[config.mk]
export PLATFORM = sky130hd
export DESIGN_NAME = mdu_seq
export DESIGN_NICKNAME = d
export VERILOG_FILES = /design/src/rtl/mdu_seq.sv
export SDC_FILE = /design/constraint.sdc
export NUM_CORES = 2
export LEC_CHECK = 0
export ABC_AREA = 1
export ABC_CLOCK_PERIOD_IN_PS = 17200
export CORE_UTILIZATION = 41
export DETAILED_ROUTE_END_ITERATION = 16
export DONT_BUFFER_PORTS = 1
export GPL_TIMING_DRIVEN = 0
export HOLD_SLACK_MARGIN = 0.12
export PLACE_DENSITY = 0.58
export SYNTH_ARGS = -nofsm -noshare
export SYNTH_HDL_FRONTEND = slang
export SYNTH_SLANG_ARGS = --single-unit
[constraint.sdc]
create_clock -name clk -period 17.2 [get_ports clk]
set_input_delay 5.16 -clock clk [delete_from_list [all_inputs] [get_ports clk]]
set_output_delay 5.16 -clock clk [all_outputs]
set_load 0.01 [all_outputs]
[src/rtl/mdu_seq.sv]
// Sequential multiply/divide unit for the EX stage: one-cycle 32x32 multiply,
// 32-cycle radix-2 restoring divide, with flush cancel and HI/LO result registers.
module mdu_seq (
   input  logic        clk,
   input  logic        rst,
   input  logic        start,
   input  logic        mulOrdiv,
   input  logic        mdIsSign,
   input  logic [31:0] opa,
   input  logic [31:0] opb,
   input  logic        flush,
   output logic        stall,
   output logic        done,
   output logic [31:0] hi_out,
   output logic [31:0] lo_out
);

   localparam logic [1:0] S_IDLE = 2'd0;
   localparam logic [1:0] S_MUL  = 2'd1;
   localparam logic [1:0] S_DIV  = 2'd2;
   localparam logic [1:0] S_DONE = 2'd3;

   logic [1:0]  state_q, state_d;
   logic [4:0]  cnt_q, cnt_d;
   logic        sign_q, sign_d;
   logic [31:0] opa_q, opa_d;
   logic [31:0] opb_q, opb_d;
   logic [31:0] quot_q, quot_d;   // |dividend| shifts out of the top, quotient bits shift in
   logic [31:0] rem_q, rem_d;
   logic [31:0] dvs_q, dvs_d;
   logic [31:0] hi_q, hi_d;
   logic [31:0] lo_q, lo_d;

   logic        accept;
   logic        neg_a, neg_b;
   logic [63:0] mul_a, mul_b, product;
   logic [32:0] rem_shift, trial;
   logic [31:0] quot_next, rem_next;
   logic [31:0] quot_fix, rem_fix;

   assign accept = (state_q == S_IDLE) && start && !flush;
   assign stall  = !rst && (accept || (state_q == S_MUL) || (state_q == S_DIV));
   assign done   = (state_q == S_DONE);
   assign hi_out = hi_q;
   assign lo_out = lo_q;

   assign neg_a   = sign_q & opa_q[31];
   assign neg_b   = sign_q & opb_q[31];
   assign mul_a   = {{32{neg_a}}, opa_q};
   assign mul_b   = {{32{neg_b}}, opb_q};
   assign product = mul_a * mul_b;

   // A set bit 32 of the trial difference is the borrow: the divisor did not fit.
   assign rem_shift = {rem_q, quot_q[31]};
   assign trial     = rem_shift - {1'b0, dvs_q};
   assign rem_next  = trial[32] ? rem_shift[31:0] : trial[31:0];
   assign quot_next = {quot_q[30:0], ~trial[32]};
   assign quot_fix  = (neg_a ^ neg_b) ? (32'd0 - quot_next) : quot_next;
   assign rem_fix   = neg_a ? (32'd0 - rem_next) : rem_next;

   always_comb begin
      // NOTE: every next-state signal gets a default first so no path leaves it unassigned (no latches).
      state_d = state_q;
      cnt_d   = cnt_q;
      sign_d  = sign_q;
      opa_d   = opa_q;
      opb_d   = opb_q;
      quot_d  = quot_q;
      rem_d   = rem_q;
      dvs_d   = dvs_q;
      hi_d    = hi_q;
      lo_d    = lo_q;

      case (state_q)
         S_IDLE: begin
            if (accept) begin
               opa_d   = opa;
               opb_d   = opb;
               sign_d  = mdIsSign;
               quot_d  = (mdIsSign && opa[31]) ? (32'd0 - opa) : opa;
               dvs_d   = (mdIsSign && opb[31]) ? (32'd0 - opb) : opb;
               rem_d   = 32'd0;
               cnt_d   = 5'd0;
               state_d = mulOrdiv ? S_MUL : S_DIV;
            end
         end
         S_MUL: begin
            hi_d    = product[63:32];
            lo_d    = product[31:0];
            state_d = S_DONE;
         end
         S_DIV: begin
            quot_d = quot_next;
            rem_d  = rem_next;
            cnt_d  = cnt_q + 5'd1;
            if (cnt_q == 5'd31) begin
               state_d = S_DONE;
               if (opb_q == 32'd0) begin
                  hi_d = opa_q;
                  lo_d = 32'hFFFF_FFFF;
               end else begin
                  hi_d = rem_fix;
                  lo_d = quot_fix;
               end
            end
         end
         default: state_d = S_IDLE;
      endcase

      // A flush cancels whatever is in flight and leaves the visible results untouched.
      if (flush) begin
         state_d = S_IDLE;
         hi_d    = hi_q;
         lo_d    = lo_q;
      end
   end

   always_ff @(posedge clk) begin
      if (rst) begin
         state_q <= S_IDLE;
         cnt_q   <= 5'd0;
         sign_q  <= 1'b0;
         opa_q   <= 32'd0;
         opb_q   <= 32'd0;
         quot_q  <= 32'd0;
         rem_q   <= 32'd0;
         dvs_q   <= 32'd0;
         hi_q    <= 32'd0;
         lo_q    <= 32'd0;
      end else begin
         // NOTE: registers use non-blocking assignment so all of them update together at the edge.
         state_q <= state_d;
         cnt_q   <= cnt_d;
         sign_q  <= sign_d;
         opa_q   <= opa_d;
         opb_q   <= opb_d;
         quot_q  <= quot_d;
         rem_q   <= rem_d;
         dvs_q   <= dvs_d;
         hi_q    <= hi_d;
         lo_q    <= lo_d;
      end
   end

endmodule

==> run summary <==
* finished, violations left — run status
* max-capacitance violations, max-slew violations — violations in the final reports
* 8802 — total nets after synthesis
* 49129 — DR vias
* sky130_fd_sc_hd__buf_1 — slowest cell on the critical path
* 8829 — number of nets in the final layout
* 0.07855 mV — worst voltage drop across the vdd grid
* 1 — CTS H-Tree Depth
* 6 — path length in cells of the critical path
* 231 — Synth Register Bits
* 4.807 ns — DP Worst Slack
* 0.7272 — ratio of final minimum period to clock period
* 0.58 ns — later-pin clock latency in the skew report
* 0.03038 uW — static leakage power
* 30 — length in cells of the worst reg-to-reg path
* 0 — Antenna Violating Nets Remaining
* 0 — Post CTS Setup Buffer Count
* sky130_fd_sc_hd__clkbuf_1 — library cell appearing most often on the critical path
* 0 ns — summed negative setup slack over all endpoints
* met2 — GRT Max-Usage Layer
* 0 — number of enable-type register cells in the synthesized netlist
* 0.3366 — total global routing track utilization
* 57840 um^2 — total non-filler cell area in the finished layout
* 5.364 — Via density
* sky130_fd_sc_hd__clkbuf_16 — root buffer selected by CTS
* 0.07735 — met3 usage in global routing
* 61 — Netlist cell types
* 6 — maximum capacitance violations
* 3685 uW — total design power
* 0.01873 ns — skew final
* 332.8 mm — global-route wire length before repair
* 5.567% — Layout area overhead
* 0 — setup violators final
* sky130_fd_sc_hd__dfxtp_1 — most used flip-flop cell after synthesis
* 56990 um^2 — area after detailed placement
* input pin — Critical Path Source Type
* 49061 — via count of the first global-routing pass
* hi_out[28]$_SDFFE_PP0P_ — Crit Reg-Reg Endpoint
* done — CTS tree
* 79.96 MHz — Highest Clock Rate
* 3 — number of buffers on the longest clock path
* 0.5144 — Global Route met2 Usage
* 35 — number of pins with negative max-slew slack in the final report
* flip-flop to flip-flop — hold crit path type
* 12 — initial antenna violation count
* 7.453 um^2 — synthesized area divided by synthesized cell count
* 0.4460 — met1 Resource Use GR
* 367.6 um — Die Y-Extent
* 133 — number of cell rows
* 7352 — post-synthesis instance total
* 367.6 um — die span in x
* 0.4152 — starting utilization of the core area
* 0.07 ns — clock input transition at the sequential cells of the worst setup and hold paths
* input pin to output pin — Worst Path Class, Setup
* cnt_q[4]$_SDFFE_PP0P_ — startpoint of the worst hold path
* 6 — detailed-router iteration count before antenna repair
* 135100 um^2 — Die ar.
* 136 — I/O pins
* 0 — Async S/R FF share, synth
* 25 — largest net degree at the start of global routing
* opa_q[31]$_SDFFE_PP0P_ — launching point of the worst reg2reg path
* 10 — highest fanout seen on the critical path
* 7.35 ns — critical path arrival
* 0 — CTS-repair resized insts
* 192.2 mm — DPL Wire Length
* 0 — Ys Warns
* 0.02217 — layout cells sized above 1
* 25 — clock buffer count from CTS
* 0 — hold_buf cts
* 12.51 ns — clock period minus final worst setup slack
* 4 — Buf+Inv Stages, Crit Path
* 0.66 ns — Largest stage delay, worst path
* 54790 um^2 — post-synth design cell area
* 4.693 ns — Setup WS post-layout
* 1.022 — gp weighted congestion
* 132000 um^2 — core outline area
* cnt_q[4]$_SDFFE_PP0P_ — hold endpoint
* -0.04887 — worst-case headroom to the max-slew limit
* 226.7 mm — total detailed-routing wirelength
* 63.71 nW/um^2 — power density relative to cell area
* 5.99 ns — R2R Setup Slk
* 2 — hold-critical path depth
* 1.573 ns — actual transition at the worst max-transition pin
* 0 — Fin. Hold Viols
* 24.75 um — average wire length per cell after detail routing
* 9107 — placed cells
* 13637 — layout filler cell count
* 0 — port buffer count
* 5053 — iteration-0 DRC count of the detailed router
* 12.04 ns — data required time at the worst endpoint
* no — unrepaired setup endpoints after global routing
* inv_1, nand3_1, clkbuf_1, clkbuf_1, buf_1, a21oi_1 — cell breakdown of the critical path
* 0 — number of remaining DRC errors
* 0.08440 — share of the yosys chip area belonging to registers
* 9159 — non-filler instance count after layout
* output pin — critical path endpoint category
* 0 — total gr overflow
* buffers and inverters — family with the most delay on the worst path
* 231 — total clock sinks
-- worst max-delay path by stage --
stage | startpoint | endpoint | slack, ns
finish | flush | stall | 4.69
global route | flush | stall | 4.66
CTS | flush | stall | 4.80
detailed placement | flush | stall | 4.81
global placement | flush | stall | 4.82
floorplan | flush | stall | 5.81
-- layout make-up --
type | count | area, um^2 | area share
Clock buffer | 32 | 691.9 | 0.01196
Clock inverter | 13 | 142.6 | 0.002466
Sequential cell | 231 | 4624 | 0.07995
Buffer | 381 | 1483 | 0.02563
Antenna cell | 7 | 17.52 | 0.0003028
Inverter | 1938 | 7274 | 0.1258
Multi-Input combinational cell | 4802 | 41410 | 0.7160
Tap cell | 1755 | 2196 | 0.03796
-- sequential cells by signal, indices dropped and copies added (netlist names) --
register	count
hi_out	32
lo_out	32
opa_q	32
opb_q	32
quot_q	32
rem_q	32
dvs_q	31
cnt_q	5
state_q	2
sign_q	1
-- through the flow --
step	util	hold slack, ns
6_report	0.4383	0.4856
2_1_floorplan	-	0.4497
3_3_place_gp	0.4319	0.4572
5_1_grt	0.4383	0.4947
4_1_cts	0.4382	0.4777
3_5_place_dp	0.4319	0.4669
-- layout by cell type, fill, tap and decap left out, types with 25 or more instances in the layout --
cell,count
sky130_fd_sc_hd__nand4_1,43
sky130_fd_sc_hd__nand2_1,1800
sky130_fd_sc_hd__a21oi_1,308
sky130_fd_sc_hd__o211ai_1,44
sky130_fd_sc_hd__dfxtp_1,231
sky130_fd_sc_hd__nor2_1,363
sky130_fd_sc_hd__nor3_1,51
sky130_fd_sc_hd__o21ai_0,222
sky130_fd_sc_hd__xnor2_1,42
sky130_fd_sc_hd__clkbuf_1,356
sky130_fd_sc_hd__inv_1,1924
sky130_fd_sc_hd__nand3_1,186
sky130_fd_sc_hd__ha_1,254
sky130_fd_sc_hd__xor2_1,37
sky130_fd_sc_hd__clkbuf_16,25
sky130_fd_sc_hd__nand2_2,33
sky130_fd_sc_hd__fa_1,1125
sky130_fd_sc_hd__a31oi_1,55
-- kinds of logic (layout without fill, tap and decap cells) --
logic type               count (synthesis)  count (layout)  synth area share
XOR/XNOR                                79              79           0.01263
flip-flops                             231             231           0.08440
AO/OA/AOI/OAI                          763             763           0.08022
AND/OR/NAND/NOR                       2580            2580            0.1935
buffers and inverters                 2319            2364            0.1598
adder cells (fa/ha/maj)               1380            1380            0.4694
other                                    0               7                 0
-- metal layers --
| metal | routed length (um) | up-vias | part of all wire |
|---|---|---|---|
| met2 | 99030 | 2509 | 0.44 |
| met1 | 90640 | 24526 | 0.40 |
| met3 | 22920 | 531 | 0.10 |
| met4 | 14050 | 2 | 0.062 |
| met5 | 7 | - | 0.000031 |
| li1 | - | 21561 | - |
-- tightest hold or removal path: stages, from the launching register on --
cell                      delay, ns
sky130_fd_sc_hd__dfxtp_1       0.32
sky130_fd_sc_hd__nand2_1       0.06
sky130_fd_sc_hd__a21oi_1       0.06
-- synth_stat cells (13+ instances only) --
cell type | count | area [um^2]
sky130_fd_sc_hd__ha_1 | 254 | 3178
sky130_fd_sc_hd__nand3b_1 | 18 | 135.1
sky130_fd_sc_hd__fa_1 | 1126 | 22540
sky130_fd_sc_hd__xnor2_1 | 42 | 367.9
sky130_fd_sc_hd__inv_1 | 1924 | 7222
sky130_fd_sc_hd__a21o_1 | 17 | 127.6
sky130_fd_sc_hd__o211ai_1 | 44 | 330.3
sky130_fd_sc_hd__o21ai_0 | 222 | 1111
sky130_fd_sc_hd__o221ai_1 | 21 | 183.9
sky130_fd_sc_hd__o21bai_1 | 15 | 112.6
sky130_fd_sc_hd__nor4_1 | 16 | 100.1
sky130_fd_sc_hd__dfxtp_1 | 231 | 4624
sky130_fd_sc_hd__a31oi_1 | 55 | 344.1
sky130_fd_sc_hd__nor2_1 | 363 | 1363
sky130_fd_sc_hd__or2_2 | 18 | 112.6
sky130_fd_sc_hd__nor3_1 | 51 | 255.2
sky130_fd_sc_hd__buf_1 | 17 | 63.81
sky130_fd_sc_hd__nand2_2 | 33 | 206.5
sky130_fd_sc_hd__xor2_1 | 37 | 324.1
sky130_fd_sc_hd__nand4_1 | 43 | 269.0
sky130_fd_sc_hd__nand3_1 | 186 | 930.9
sky130_fd_sc_hd__a211oi_1 | 16 | 120.1
sky130_fd_sc_hd__a21oi_1 | 308 | 1541
sky130_fd_sc_hd__nand2_1 | 1800 | 6756
sky130_fd_sc_hd__clkbuf_1 | 353 | 1325
sky130_fd_sc_hd__inv_2 | 13 | 48.80
-- report_power, final --
part,internal (uW),total (uW),switching [uW]
combinational,761,2490,1730
clock,317,583,266
sequential,573,612,39.6
Power figures use the tool's default switching activity.
